<file path="src/rtl/fetch_pkg.sv">
// fetch_pkg: shared FSM encoding, reset address and instruction width for the fetch block
package fetch_pkg;
  typedef enum logic [1:0] {BOOT, RUN, HALTED} state_t;
  localparam logic [31:0] RESET_PC_DEF = 32'd100;
  localparam int INST_W = 32;
endpackage

</file>
<file path="src/rtl/fetch_buf.sv">
// fetch_buf: two-entry instruction FIFO holding {pc, inst} pairs between fetch and decode
module fetch_buf
  import fetch_pkg::*;
#(
  parameter int DEPTH = 2
) (
  input  logic              clk,
  input  logic              rst_n,
  input  logic              push,
  input  logic              pop,
  input  logic              flush,
  input  logic [31:0]       wpc,
  input  logic [INST_W-1:0] winst,
  output logic [1:0]        count,
  output logic              full,
  output logic [31:0]       head_pc,
  output logic [INST_W-1:0] head_inst
);
  logic [31:0] pcs [2];
  logic [INST_W-1:0] insts [2];
  logic wr, rd;
  assign full = count == 2'(DEPTH);
  assign head_pc = pcs[rd];
  assign head_inst = insts[rd];
  // entries are zeroed on reset so the head reads zero while reset is held
  always_ff @(posedge clk or negedge rst_n) begin
    if (!rst_n) begin
      count <= '0;
      wr <= 1'b0;
      rd <= 1'b0;
      pcs[0] <= '0;
      pcs[1] <= '0;
      insts[0] <= '0;
      insts[1] <= '0;
    end else if (flush) begin
      count <= '0;
      wr <= 1'b0;
      rd <= 1'b0;
    end else begin
      if (push) begin
        pcs[wr] <= wpc;
        insts[wr] <= winst;
        wr <= ~wr;
      end
      if (pop) rd <= ~rd;
      count <= count + 2'(push) - 2'(pop);
    end
  end
endmodule

</file>
<file path="src/rtl/fetch_ctrl.sv">
// fetch_ctrl: boot/run/halt fetch FSM, PC and fetch counter feeding a two-entry decode buffer
module fetch_ctrl
  import fetch_pkg::*;
#(
  parameter logic [31:0] RESET_PC = RESET_PC_DEF,
  parameter int BUF_DEPTH = 2
) (
  input  logic              clk,
  input  logic              rst_n,
  output logic [31:0]       im_pc,
  input  logic [INST_W-1:0] im_inst,
  input  logic              redirect_valid,
  input  logic [31:0]       redirect_pc,
  input  logic              halt,
  output logic              id_valid,
  input  logic              id_ready,
  output logic [INST_W-1:0] id_inst,
  output logic [31:0]       id_pc,
  output logic [15:0]       fetch_cnt
);
  state_t state;
  logic [31:0] pc;
  logic [1:0] count;
  logic full, push, pop, redir;
  assign redir = redirect_valid && state != BOOT;
  assign pop = id_valid && id_ready;
  assign push = state == RUN && !halt && !redirect_valid && (!full || pop);
  assign id_valid = count != 2'd0;
  assign im_pc = pc;
  fetch_buf #(.DEPTH(BUF_DEPTH)) u_buf (
    .clk(clk), .rst_n(rst_n), .push(push), .pop(pop), .flush(redir),
    .wpc(pc), .winst(im_inst), .count(count), .full(full),
    .head_pc(id_pc), .head_inst(id_inst)
  );
  // every state leaves on the halt level; redirect only moves the PC and flushes
  always_ff @(posedge clk or negedge rst_n) begin
    if (!rst_n) begin
      state <= BOOT;
      pc <= RESET_PC;
      fetch_cnt <= '0;
    end else begin
      state <= halt ? HALTED : RUN;
      pc <= redir ? (redirect_pc & ~32'd3) : push ? pc + 32'd4 : pc;
      fetch_cnt <= (push && fetch_cnt != 16'hFFFF) ? fetch_cnt + 16'd1 : fetch_cnt;
    end
  end
endmodule

</file>
<file path="config.mk">
export PLATFORM = sky130hd
export DESIGN_NAME = fetch_ctrl
export DESIGN_NICKNAME = d
export VERILOG_FILES = /design/src/rtl/fetch_pkg.sv /design/src/rtl/fetch_buf.sv /design/src/rtl/fetch_ctrl.sv
export SDC_FILE = /design/constraint.sdc
export NUM_CORES = 1
export LEC_CHECK = 0
export CAP_MARGIN = 40
export CORE_ASPECT_RATIO = 1.2
export CORE_UTILIZATION = 53
export CTS_BUF_LIST = sky130_fd_sc_hd__clkbuf_4 sky130_fd_sc_hd__clkbuf_8
export CTS_CLUSTER_DIAMETER = 60
export DETAILED_ROUTE_END_ITERATION = 12
export PLACE_DENSITY = 0.88
export SETUP_SLACK_MARGIN = 0.02
export SYNTH_ARGS = -nofsm -noshare
export SYNTH_HDL_FRONTEND = slang
export SYNTH_HIERARCHICAL = 1
export SYNTH_SLANG_ARGS = --single-unit
</file>
<file path="constraint.sdc">
create_clock -name clk -period 3.27 [get_ports clk]
set_clock_uncertainty 0.1 [all_clocks]
set_input_delay 0.4905 -clock clk [delete_from_list [all_inputs] [get_ports clk]]
set_output_delay 0.4905 -clock clk [all_outputs]
set_load 0.01 [all_outputs]
</file>
# ---- After elaboration in Yosys (flattened, before gate mapping)
# Cells that the tools add are included.
dict set report classes {
  addsub 4
  magnitude_cmp 3
  eq_ne 3
  n_mux 18
  bitwise_logic 5
  n_reduce_logical 16
}
# cell count
set ops {}
lappend ops {{$mux W32} 9}
lappend ops {{$bwmux W64} 2}
lappend ops {{$add A32 B3 Y32 const B} 1}
lappend ops {{$demux W32 S1} 1}
lappend ops {{$add A16 B1 Y16 const B} 1}
lappend ops {{$ne A16 B16 Y1 const B} 1}
lappend ops {{$reduce_bool A2 Y1} 4}
lappend ops {{$logic_and A1 B1 Y1} 7}
lappend ops {{$ge A2 B2 Y1 const B} 2}
lappend ops {{$mux W1} 4}
lappend ops {{$mux W2} 2}
lappend ops {{$not A1 Y2} 2}
lappend ops {{$logic_not A1 Y1} 3}
lappend ops {{$not A1 Y1} 3}
lappend ops {{$add A2 B1 Y2} 1}
lappend ops {{$eq A2 B1 Y1 const B} 1}
lappend ops {{$eq A2 B2 Y1 const B} 1}
lappend ops {{$lt A2 B1 Y1 const B} 1}
lappend ops {{$reduce_and A2 Y1} 1}
lappend ops {{$sub A2 B1 Y2} 1}
lappend ops {{$logic_or A1 B1 Y1} 1}
dict set report totals {
  regBits 182
  wordCells 59
}

# ---- Depth between registers and ports, before layout
# Gate-level depths: netlist (run 1).
dict set report depth {
  ltp_word 7
  ltp_mapped 9
}

# ---- Cells and area by module
# The synthesis (run 1) kept the hierarchy.
# module n_inst cells_per_inst area_each_um2
set by_module_without_submodules {}
lappend by_module_without_submodules {fetch_buf 1 359 6144.6}
lappend by_module_without_submodules {fetch_ctrl 1 266 2566.2}

# ---- Least setup slack after synthesis (run 1)
# No wires, ideal clock.
dict set report synth_path {
  kind {input to register}
  start {input port redirect_valid}
  end {register u_buf/insts[44] (netlist name)}
  setup_time_ps 125
  arrival_time_ps 2285
  t_required_ps 3045
  path_slack_ps 760
  cell_stages 7
  path_cell_list {or4b_4 > a21o_4 > inv_2 > nor3b_2 > buf_6 > buf_12 > mux2_2}
}
dict set report synth_via {
  elab_chain_cells 4
}
# item line_no
set synth_lines {}
lappend synth_lines {{start, declared} fetch_ctrl.sv:12} ;# input logic redirect_valid,
lappend synth_lines {{$logic_not A1 Y1} fetch_ctrl.sv:27} ;# assign push = state == RUN && !halt && !redirect_valid && (!full || pop);
lappend synth_lines {{$logic_and A1 B1 Y1 (2 in a row)} fetch_ctrl.sv:27}
lappend synth_lines {{net push} fetch_ctrl.sv:24} ;# logic full, push, pop, redir;
lappend synth_lines {{$reduce_and A2 Y1 (no source line)} -}
lappend synth_lines {{end signal, assigned by index} fetch_buf.sv:42} ;# insts[wr] <= winst;
lappend synth_lines {{end, declared} fetch_buf.sv:20} ;# logic [INST_W-1:0] insts [2];
# The timed path passes the listed nets, and every way through them passes these cells.
# A chain may end at the register's enable or synchronous reset.

# ---- Worst setup path in the final report (run 1)
dict set report layout_path {
  start {register u_buf.rd}
  end {output port id_pc[10]}
}
dict set report layout_via {
  elab_chain_cells 4
}
# item line_no
set layout_lines {}
lappend layout_lines {{start, declared} fetch_buf.sv:21} ;# logic wr, rd;
lappend layout_lines {{start signal, assigned} fetch_buf.sv:45} ;# if (pop) rd <= ~rd;
lappend layout_lines {{$not A1 Y2 (not written as such)} fetch_buf.sv:23} ;# assign head_pc = pcs[rd];
lappend layout_lines {{$mux W32 (not written as such) (3 in a row)} fetch_buf.sv:23}
lappend layout_lines {{end, declared} fetch_ctrl.sv:18} ;# output logic [31:0] id_pc,
# No other way between the ends. The select of a mux whose other input is x is not followed.

==> key figures, run 1 <==
Critical path
  • Startpoint kind of the worst setup timing path: register
  • Signal arrival time at the worst endpoint: 2370 ps
  • Setup crit end kind: primary output
  • Setup CP Type: reg -> out
  • Reg-to-reg slack, setup: 690 ps
  • Crit path required time: 2680 ps
  • Reg2reg end: u_buf/insts[16]
  • Depth of the worst register-to-register path: 7
  • Startpoint of the lowest-slack register-to-register path: u_buf/count[1]
  • Maximum net fanout on the critical path: 16

STA
  • Maximum clock rate: 338 MHz
  • Relative slew margins: 54.8%
  • Post-layout minimum cycle time: 2960 ps
  • Worst Max-Slew Pin Slew: 679 ps
  • Summed negative setup slack over all endpoints: 0 ps
  • Share of the clock period used by the worst path after layout: 90.6%
  • Setup repair after global routing missed its margin: false
  • Total setup violations reported at the end of the flow: 0
  • Final hold violation count: 0
  • Final-report max-slew violation count: 0

Global route
  • Pin count of the biggest net entering global routing: 74
  • Total global routing overflow: 0
  • Wire length of the first global-routing pass: 31,100 um
  • Number of global-route vias before repair: 6,028
  • Overall global routing resource usage: 23.7%
  • Number of antenna violations at the first check in global routing: 0

Clock network
  • CTS Buffer Depth: 2
  • Worst-skew pair later-pin latency: 450 ps
  • Clock net sink count: 180
  • CTS Buf Count: 17
  • Clock edge transition at the registers on the reported setup and hold paths: 90 ps
  • CTS H-tree lvls: 4
  • Clock tree from TritonCTS: done
  • Root buffer cell: sky130_fd_sc_hd__clkbuf_8

Run status
  • Outcome: complete, no violations

Route
  • Iteration count of the initial detailed-routing pass: 4
  • Number of vias in the routed layout: 5,639
  • DR iter-0 viols: 258
  • Routed WL: 19,100 um
  • Drt via density: 5.48
  • Antenna viol nets, final: 0
  • Average wire length per cell after detail routing: 18.6 um
  • Number of remaining DRC errors: 0

Synth
  • FF+latch count, synth: 180
  • Synth area leaders: sky130_fd_sc_hd__dfrtp_1 51%, sky130_fd_sc_hd__mux2_2 16%, sky130_fd_sc_hd__mux2_4 12%
  • Sequential share of the synthesized area: 51.8%
  • Gate count of the mapped netlist: 625
  • Syn Std Cell Area: 8710 sq um
  • Synthesized area per cell: 13.9 sq um
  • Library cells used by synthesis: 44
  • Fraction of synthesized cell area taken by the top area cell type: 50.8%
  • Cell type with the largest total area after synthesis: sky130_fd_sc_hd__dfrtp_1
  • Number of warnings reported in the yosys synthesis log: 6

Floorplan
  • Top-level port count: 182
  • DIE WIDTH: 119 um
  • Row Count: 50
  • Full die area: 17,000 sq um
  • Initial core utilization: 55.0%
  • Chip Height: 142 um
  • Placeable Area: 15,800 sq um

Final layout
  • Fillcell total: 1,079
  • Number of inserted diodes: 0
  • Nets: 882
  • Commonest non-fill, non-tap cells in the layout: 176 x sky130_fd_sc_hd__dfrtp_1, 176 x sky130_fd_sc_hd__clkdlybuf4s50_1, 123 x sky130_fd_sc_hd__mux2_2
  • Area added between synthesis and finish: 26.6%
  • Fraction of layout instances using a drive strength above 1: 31.1%

Placed design
  • Sum of net half-perimeters after detailed placement: 13,000 um
  • Number of port buffers: 177
  • Placer's final routability congestion estimate: 0.835

Power and ir drop
  • PwrDens: 699 nW/um^2
  • Maximum resistive drop on vdd: 411 uV
  • Leak Pwr: 4.99 nW
  • Overall power: 0.00771 W

Hold path
  • Hold path startpoint: u_buf/pcs[49]
  • Path category of the worst min-delay check: reg -> reg
  • Sink of the worst hold path: u_buf/pcs[49]
  • WHS Path Cells: 1

Job
  • Number of max-cap violations: 0
## registers in the layout, summed over array words and instances, names as in the netlist
name,count
u_buf/insts,64
u_buf/pcs,64
im_pc,30
fetch_cnt,16
state,2
u_buf/count,2
u_buf/rd,1
u_buf/wr,1
## cells by family after synthesis
logic type                 count (synthesis)  synth area share, %
buffers and inverters                     39                 4.28
muxes                                    196                 28.3
and+or+nand+nor                          123                 7.58
DFF                                      180                 51.8
other                                      1               0.0430
adders and majority gates                  4                0.575
AOI/OAI and AO/OA                         39                 2.97
xor gates and xnor gates                  43                 4.48
## what timing repair did
action,CTS,global route
hold endpoints to repair,67,0
hold buffers,1,0
buffers inserted,0,0
resized for setup,0,0
## cell type report
type	count	area, sq um	share of cell area [%]
Clock inverter	11	174	1.58
Timing Repair Buffer	190	1920	17.4
Multi-Input combinational cell	411	3860	35.0
Clock buffer	20	269	2.44
Inverter	9	33.8	0.306
Sequential cell	180	4510	40.9
Tap cell	208	260	2.36
## cells in the mapped netlist
cell and number:
sky130_fd_sc_hd__o21ai_2 2, sky130_fd_sc_hd__or4b_4 1, sky130_fd_sc_hd__nor3_1 4, sky130_fd_sc_hd__or2_2 1
sky130_fd_sc_hd__xnor2_1 16, sky130_fd_sc_hd__nand2_1 41, sky130_fd_sc_hd__buf_4 2, sky130_fd_sc_hd__nor3b_2 1
sky130_fd_sc_hd__buf_12 12, sky130_fd_sc_hd__and3_1 5, sky130_fd_sc_hd__and4_1 4, sky130_fd_sc_hd__xor2_1 26
sky130_fd_sc_hd__nand4_1 19, sky130_fd_sc_hd__a311oi_1 2, sky130_fd_sc_hd__xnor3_1 1, sky130_fd_sc_hd__a21oi_1 1
sky130_fd_sc_hd__a31oi_4 1, sky130_fd_sc_hd__inv_2 1, sky130_fd_sc_hd__buf_2 7, sky130_fd_sc_hd__nand3_1 23
sky130_fd_sc_hd__nor2b_1 1, sky130_fd_sc_hd__o21ai_0 17, sky130_fd_sc_hd__nor4_1 2, sky130_fd_sc_hd__o211ai_1 1
sky130_fd_sc_hd__ha_1 4, sky130_fd_sc_hd__nand3b_1 1, sky130_fd_sc_hd__dfstp_2 3, sky130_fd_sc_hd__and2b_2 1
sky130_fd_sc_hd__a211oi_4 1, sky130_fd_sc_hd__mux2_2 123, sky130_fd_sc_hd__and2_1 5, sky130_fd_sc_hd__a211oi_1 1
sky130_fd_sc_hd__nor2_1 12, sky130_fd_sc_hd__nor4_4 2, sky130_fd_sc_hd__conb_1 1, sky130_fd_sc_hd__mux2_4 70
sky130_fd_sc_hd__o21a_1 1, sky130_fd_sc_hd__o21ai_1 11, sky130_fd_sc_hd__clkbuf_1 7, sky130_fd_sc_hd__dfrtp_1 177
sky130_fd_sc_hd__buf_6 2, sky130_fd_sc_hd__mux2i_1 3, sky130_fd_sc_hd__inv_1 8, sky130_fd_sc_hd__a21o_4 1
## worst max path at each step
stage                               from              end  depth (start not counted)
after floorplan           redirect_valid  u_buf/insts[44]                          7
after global placement              halt  u_buf/insts[53]                          7
after detailed placement            halt    u_buf/pcs[38]                          7
after CTS                       u_buf/rd        id_pc[10]                          3
after global routing            u_buf/rd        id_pc[10]                          3
final                           u_buf/rd        id_pc[10]                          3
## per-stage QoR
stage          setup slack (ps)  instances  utilization, %  hold slack [ps]  instance area [sq um]
2_1_floorplan               760        630               -             94.9                   8730
3_5_place_dp                207        997            66.8              389                  10600
6_report                    309       1029            69.7              407                  11000
4_1_cts                     275       1029            69.7              394                  11000
5_1_grt                     219       1029            69.7              404                  11000
3_3_place_gp                247        997            66.8              382                  10600
## worst max-delay path, cell delays in order (launching register included)
cell	delay [ps]
sky130_fd_sc_hd__dfrtp_2	690
sky130_fd_sc_hd__buf_4	350
sky130_fd_sc_hd__mux2_2	370
sky130_fd_sc_hd__clkdlybuf4s50_1	510
## where the power goes
| part | internal, W | switching, W |
|---|---|---|
| clock | 0.000882 | 0.000773 |
| combinational | 0.00185 | 0.00106 |
| sequential | 0.00275 | 0.000396 |
## routing by layer
| layer | up-vias | global-route usage [%] | wire, um |
|---|---|---|---|
| met5 | - | 0 | 0 |
| li1 | 2578 | - | - |
| met3 | 26 | 6.21 | 1120 |
| met1 | 2852 | 28.8 | 7940 |
| met2 | 183 | 41.0 | 9710 |
| met4 | 0 | 7.79 | 336 |
No activity file was read; power rests on OpenSTA's default activity.
==> run 2, diff against run 1 <==
--- a/config.mk
+++ b/config.mk
@@ -11,9 +11,8 @@
 export CTS_BUF_LIST = sky130_fd_sc_hd__clkbuf_4 sky130_fd_sc_hd__clkbuf_8
 export CTS_CLUSTER_DIAMETER = 60
 export DETAILED_ROUTE_END_ITERATION = 12
-export PLACE_DENSITY = 0.88
+export PLACE_DENSITY = 0.89
 export SETUP_SLACK_MARGIN = 0.02
 export SYNTH_ARGS = -nofsm -noshare
 export SYNTH_HDL_FRONTEND = slang
-export SYNTH_HIERARCHICAL = 1
 export SYNTH_SLANG_ARGS = --single-unit
==> key figures, run 2 <==
STA
  • Relative slew margins: 53.8%
  • Worst Max-Slew Pin Slew: 691 ps
  • Setup repair after global routing missed its margin: false
  • Total setup violations reported at the end of the flow: 0
  • Maximum clock rate: 343 MHz
  • Final-report max-slew violation count: 0
  • Summed negative setup slack over all endpoints: 0 ps
  • Final hold violation count: 0
  • Post-layout minimum cycle time: 2920 ps
  • Share of the clock period used by the worst path after layout: 89.2%

Power and ir drop
  • Maximum resistive drop on vdd: 422 uV
  • P_int: 0.00527 W
  • PwrDens: 701 nW/um^2
  • Portion of total power attributed to combinational logic: 36.9%
  • Leak Pwr: 4.62 nW
  • Proportion of power drawn by the clock network: 21.8%
  • Sequential Power Share: 41.3%
  • Switch share: 29.5%
  • Net switching power of the design: 0.00221 W
  • Overall power: 0.00748 W

Final layout
  • Nets: 901
  • Area added between synthesis and finish: 29.6%
  • Fraction of layout instances using a drive strength above 1: 29.0%
  • Number of flip-flops in the largest register: 64
  • Biggest register: u_buf.insts
  • Number of inserted diodes: 0
  • Fillcell total: 1,078
  • Commonest non-fill, non-tap cells in the layout: 185 x sky130_fd_sc_hd__mux2_2, 174 x sky130_fd_sc_hd__clkdlybuf4s50_1, 172 x sky130_fd_sc_hd__dfrtp_1
  • Sequential cell area in the final layout: 4410 sq um
  • Commonest non-fill, non-tap cell in the layout: sky130_fd_sc_hd__mux2_2
  • Combined area of the multi-input logic cells: 3620 sq um

Critical path
  • Crit path required time: 2680 ps
  • Setup crit end kind: primary output
  • Startpoint kind of the worst setup timing path: register
  • Setup CP Type: reg -> out
  • Reg-to-reg slack, setup: 690 ps
  • Startpoint of the lowest-slack register-to-register path: state[0]
  • Depth of the worst register-to-register path: 7
  • Reg2reg end: im_pc[16]
  • Signal arrival time at the worst endpoint: 2320 ps
  • Critical Path Source: u_buf.rd
  • Maximum net fanout on the critical path: 53

Synth
  • Largest family of logic cells by synthesized area: multiplexers
  • Fraction of synthesized cell area taken by the top area cell type: 52.6%
  • FF+latch count, synth: 176
  • Multiplexer fraction of the synthesized cell area: 25.4%
  • Number of flops mapped to enable cells by yosys: 0
  • Synth cell count leaders: 185 x sky130_fd_sc_hd__mux2_2, 173 x sky130_fd_sc_hd__dfrtp_1, 34 x sky130_fd_sc_hd__nand2_1
  • Adder-cell share of the synthesized area: 0.608%
  • Fraction of synthesis flops using an asynchronous set or reset pin: 100%
  • Synth area leaders: sky130_fd_sc_hd__dfrtp_1 53%, sky130_fd_sc_hd__mux2_2 25%, sky130_fd_sc_hd__nand3_1 1.7%
  • Number of warnings reported in the yosys synthesis log: 0
  • Fraction of synthesized cell area in xor and xnor cells: 1.70%
  • Top-count cell post-synth: sky130_fd_sc_hd__mux2_2
  • Most common flop cell mapped by yosys: sky130_fd_sc_hd__dfrtp_1
  • Sequential share of the synthesized area: 53.5%
  • Library cells used by synthesis: 48
  • Gate count of the mapped netlist: 657
  • Syn Std Cell Area: 8240 sq um
  • Area share of and/or/nand/nor cells after synthesis: 9.95%
  • Synthesized area per cell: 12.5 sq um
  • Synthesized-area fraction occupied by ao, oa, aoi and oai cells: 6.00%
  • Cell type with the largest total area after synthesis: sky130_fd_sc_hd__dfrtp_1

Hold path
  • Sink of the worst hold path: u_buf.pcs[17]
  • Path category of the worst min-delay check: reg -> reg
  • Hold path startpoint: u_buf.pcs[17]
  • WHS Path Cells: 2

Floorplan
  • DIE WIDTH: 116 um
  • Full die area: 16,000 sq um
  • Chip Height: 139 um
  • Row Count: 49
  • Placeable Area: 15,100 sq um
  • Top-level port count: 182
  • Initial core utilization: 54.6%

Route
  • Number of vias in the routed layout: 6,039
  • Iteration count of the initial detailed-routing pass: 5
  • Average wire length per cell after detail routing: 18.9 um
  • Drt via density: 5.78
  • Antenna viol nets, final: 0
  • Number of remaining DRC errors: 0
  • Routed WL: 19,700 um
  • DR iter-0 viols: 357

Clock network
  • Clock edge transition at the registers on the reported setup and hold paths: 90 ps
  • CTS H-tree lvls: 4
  • Worst-skew pair later-pin latency: 460 ps
  • CTS Buffer Depth: 2
  • CTS Buf Count: 17
  • Clock tree from TritonCTS: done
  • Post-CTS Setup Repair Bufs: 0
  • Clock net sink count: 176
  • Root buffer cell: sky130_fd_sc_hd__clkbuf_8

Global route
  • Pin count of the biggest net entering global routing: 65
  • Wire length of the first global-routing pass: 32,000 um
  • Number of global-route vias before repair: 6,295
  • Total global routing overflow: 0
  • Number of antenna violations at the first check in global routing: 0
  • Overall global routing resource usage: 25.9%

Placed design
  • Placer's final routability congestion estimate: 0.829
  • Sum of net half-perimeters after detailed placement: 13,900 um
  • Number of port buffers: 175

Job
  • Number of max-cap violations: 0

Run status
  • Outcome: complete, no violations
-- run 2: cell count changes after synthesis, moves of 11 or more --
cell,before,now
sky130_fd_sc_hd__o21ai_1,11,0
sky130_fd_sc_hd__mux2_4,70,0
sky130_fd_sc_hd__mux2_2,123,185
sky130_fd_sc_hd__xor2_1,26,4
sky130_fd_sc_hd__buf_12,12,0
-- run 2: worst max-delay path by stage --
stage | end | cells past startpoint
CTS | id_pc[4] | 3
global placement | im_pc[16] | 8
detailed placement | im_pc[16] | 8
floorplan | u_buf.count[1] | 10
finish | id_pc[4] | 3
global route | id_pc[5] | 3
-- run 2: cell families (layout without fill, tap and decap cells) --
kind of cell / Yosys count / count (layout)
compound gates: 73 / 73
fa+ha+maj: 4 / 4
simple gates: 152 / 152
buf+inv: 49 / 230
flops: 176 / 176
mux: 186 / 186
xor+xnor: 16 / 16
other cells: 1 / 4
-- run 2: what timing repair did --
action | in CTS | in global routing
gates resized for setup | 0 | 0
endpoints found under the setup margin | 0 | 0
hold buffers | 1 | 0
hold endpoints to repair | 55 | 0
-- run 2: worst max-delay path, stage by stage, from the launching register on --
cell,delay [ps]
sky130_fd_sc_hd__dfrtp_2,580
sky130_fd_sc_hd__buf_12,320
sky130_fd_sc_hd__mux2_2,390
sky130_fd_sc_hd__clkdlybuf4s50_1,510
-- run 2: per-layer routing --
metal  track usage [%]  vias up  share of wire, %  wire length [um]
li1                  -     2742                 -                 -
met1              29.7     2991                38              7450
met2              44.5      252                52             10200
met3              8.04       54               8.1              1590
met4              10.1        0               2.7               525
met5                 0        -                 0                 0
-- run 2: layout make-up --
cell class | count | area share (%)
repair buffers | 192 | 18.1
multi-input cells | 435 | 33.9
clock inverters | 13 | 1.76
inverters | 6 | 0.211
clock buffers | 19 | 2.33
well taps | 204 | 2.39
flip-flops and latches | 176 | 41.3
-- run 2: through the flow --
stage	worst slack [ps]	hold slack, ps	instances	util, %	instance area [sq um]
floorplan	747	94.9	660	-	8250
global placement	216	362	1012	67.8	10200
detailed placement	135	381	1012	67.8	10200
CTS	340	402	1045	70.8	10700
global route	279	407	1045	70.8	10700
finish	355	400	1045	70.8	10700
-- run 2: power by group through the flow --
stage	clock, W	sequential [W]	combinational [W]
floorplan	0	0.00300	0.00147
global placement	0	0.00307	0.00269
detailed placement	0	0.00314	0.00277
CTS	0.00166	0.00309	0.00279
global route	0.00175	0.00317	0.00296
finish	0.00163	0.00309	0.00276
==> run 3, diff against run 2 <==
--- a/config.mk
+++ b/config.mk
@@ -7,11 +7,12 @@
 export LEC_CHECK = 0
 export CAP_MARGIN = 40
 export CORE_ASPECT_RATIO = 1.2
-export CORE_UTILIZATION = 53
+export CORE_UTILIZATION = 50
 export CTS_BUF_LIST = sky130_fd_sc_hd__clkbuf_4 sky130_fd_sc_hd__clkbuf_8
 export CTS_CLUSTER_DIAMETER = 60
 export DETAILED_ROUTE_END_ITERATION = 12
-export PLACE_DENSITY = 0.89
+export GPL_ROUTABILITY_DRIVEN = 0
+export PLACE_DENSITY = 0.85
 export SETUP_SLACK_MARGIN = 0.02
 export SYNTH_ARGS = -nofsm -noshare
 export SYNTH_HDL_FRONTEND = slang
==> key figures, run 3 (synthesis results as in run 2) <==
Critical path
  • Setup CP Type: reg -> out
  • Startpoint kind of the worst setup timing path: register
  • Signal arrival time at the worst endpoint: 2290 ps
  • Crit path capture: id_inst[4]
  • Crit path required time: 2680 ps
  • Depth of the worst register-to-register path: 6
  • Critical Path Source: u_buf.rd
  • Reg-to-reg slack, setup: 720 ps
  • Maximum net fanout on the critical path: 15
  • Setup crit end kind: primary output
  • Reg2reg end: u_buf.pcs[7]
  • Startpoint of the lowest-slack register-to-register path: state[0]

Job
  • Number of max-cap violations: 0

STA
  • Worst Max-Slew Pin Slew: 604 ps
  • Final-report max-slew violation count: 0
  • Relative slew margins: 59.6%
  • Share of the clock period used by the worst path after layout: 88.1%
  • Post-layout minimum cycle time: 2880 ps
  • Final hold violation count: 0
  • Total setup violations reported at the end of the flow: 0
  • Summed negative setup slack over all endpoints: 0 ps
  • Hold Worst Slack: 397 ps
  • Maximum clock rate: 347 MHz
  • Setup repair after global routing missed its margin: false
  • Post-route setup slack: 388 ps

Route
  • Drt via density: 5.65
  • Routed WL: 18,900 um
  • Average wire length per cell after detail routing: 18.0 um
  • DR iter-0 viols: 323
  • Number of vias in the routed layout: 5,946
  • Number of remaining DRC errors: 0
  • Antenna viol nets, final: 0
  • Iteration count of the initial detailed-routing pass: 5

Floorplan
  • Placeable Area: 16,100 sq um
  • DIE WIDTH: 119 um
  • Initial core utilization: 51.0%
  • Full die area: 17,000 sq um
  • Row Count: 51
  • Top-level port count: 182
  • Chip Height: 143 um

Hold path
  • Path category of the worst min-delay check: reg -> reg

Final layout
  • Number of flip-flops in the largest register: 64
  • Commonest non-fill, non-tap cells in the layout: 185 x sky130_fd_sc_hd__mux2_2, 174 x sky130_fd_sc_hd__clkdlybuf4s50_1, 172 x sky130_fd_sc_hd__dfrtp_1
  • Fraction of layout instances using a drive strength above 1: 29.0%
  • Area added between synthesis and finish: 30.0%
  • Post-layout instance count excluding filler cells: 1,053
  • Biggest register: u_buf.insts
  • Number of inserted diodes: 0
  • Nets: 901
  • Commonest non-fill, non-tap cell in the layout: sky130_fd_sc_hd__mux2_2

Global route
  • Pin count of the biggest net entering global routing: 63
  • Wire length of the first global-routing pass: 30,900 um
  • Overall global routing resource usage: 23.1%
  • Total global routing overflow: 0
  • Number of antenna violations at the first check in global routing: 1
  • Number of global-route vias before repair: 6,171

Placed design
  • Number of port buffers: 175
  • Post-Place Worst Slack: 128 ps
  • Sum of net half-perimeters after detailed placement: 13,000 um
  • Placed Cells: 1,020

Clock network
  • Post-CTS Setup Repair Bufs: 0
  • Root buffer cell: sky130_fd_sc_hd__clkbuf_8
  • Clock tree from TritonCTS: done
  • CTS Buffer Depth: 2
  • CTS Buf Count: 17
  • Clock net sink count: 176
  • Hold-fix buffer count after cts: 1
  • Worst-skew pair later-pin latency: 450 ps
  • CTS H-tree lvls: 4
  • Clock edge transition at the registers on the reported setup and hold paths: 90 ps
  • PostCTS Resize Cnt: 0

Power and ir drop
  • Leak Pwr: 4.62 nW
  • PwrDens: 691 nW/um^2
  • Maximum resistive drop on vdd: 364 uV

Run status
  • Outcome: complete, no violations
[run 3: changes by cell type in the layout (fill, tap and decap cells not counted)]
cell	before	now
sky130_fd_sc_hd__clkbuf_8	17	19
sky130_fd_sc_hd__clkinv_4	3	1
sky130_fd_sc_hd__bufinv_16	4	3
sky130_fd_sc_hd__buf_4	12	9
sky130_fd_sc_hd__clkbuf_4	2	0
sky130_fd_sc_hd__buf_12	4	7
sky130_fd_sc_hd__clkinv_2	2	4
sky130_fd_sc_hd__inv_6	1	2
[run 3: final cells by class]
type / instances / area [sq um]
Fill cell: 1267 / 5440
Clock inverter: 13 / 159
Clock buffer: 19 / 262
Inverter: 6 / 22.5
Timing Repair Buffer: 192 / 1970
Multi-Input combinational cell: 435 / 3620
Sequential cell: 176 / 4410
Tap cell: 212 / 265
[run 3: worst min-delay path by stage]
stage          depth (start not counted)       endpoint           from  slack, ps
5_1_grt                                1       state[1]           halt        410
3_5_place_dp                           2  u_buf.pcs[24]  u_buf.pcs[24]        370
2_1_floorplan                          0   fetch_cnt[0]          rst_n         90
6_report                               2  u_buf.pcs[17]  u_buf.pcs[17]        400
3_3_place_gp                           2  u_buf.pcs[17]  u_buf.pcs[17]        370
4_1_cts                                2  u_buf.pcs[24]  u_buf.pcs[24]        390
[run 3: where the power goes]
| group | total (W) | internal, W | switching [W] |
|---|---|---|---|
| Combinational | 0.00273 | 0.00173 | 0.000993 |
| Clock | 0.00158 | 0.000796 | 0.000783 |
| Sequential | 0.00309 | 0.00270 | 0.000397 |
[run 3: worst max-delay path: stages, from the launching register on]
cell and delay [ps]:
sky130_fd_sc_hd__dfrtp_2 660, sky130_fd_sc_hd__buf_4 330, sky130_fd_sc_hd__mux2_2 370, sky130_fd_sc_hd__clkdlybuf4s50_1 480
[run 3: routing by layer]
layer  global-route usage (%)  part of all wire [%]
met5                        0                 0.069
met2                     39.2                    50
met4                     8.26                   1.6
met1                     28.5                    42
met3                     5.77                   6.4
[run 3: through the flow]
step | instance area, sq um | total power, W | utilization [%]
5_1_grt | 10700 | 0.00780 | 66.3
2_1_floorplan | 8250 | 0.00447 | -
6_report | 10700 | 0.00740 | 66.3
4_1_cts | 10700 | 0.00748 | 66.3
3_3_place_gp | 10300 | 0.00580 | 63.6
3_5_place_dp | 10300 | 0.00589 | 63.6
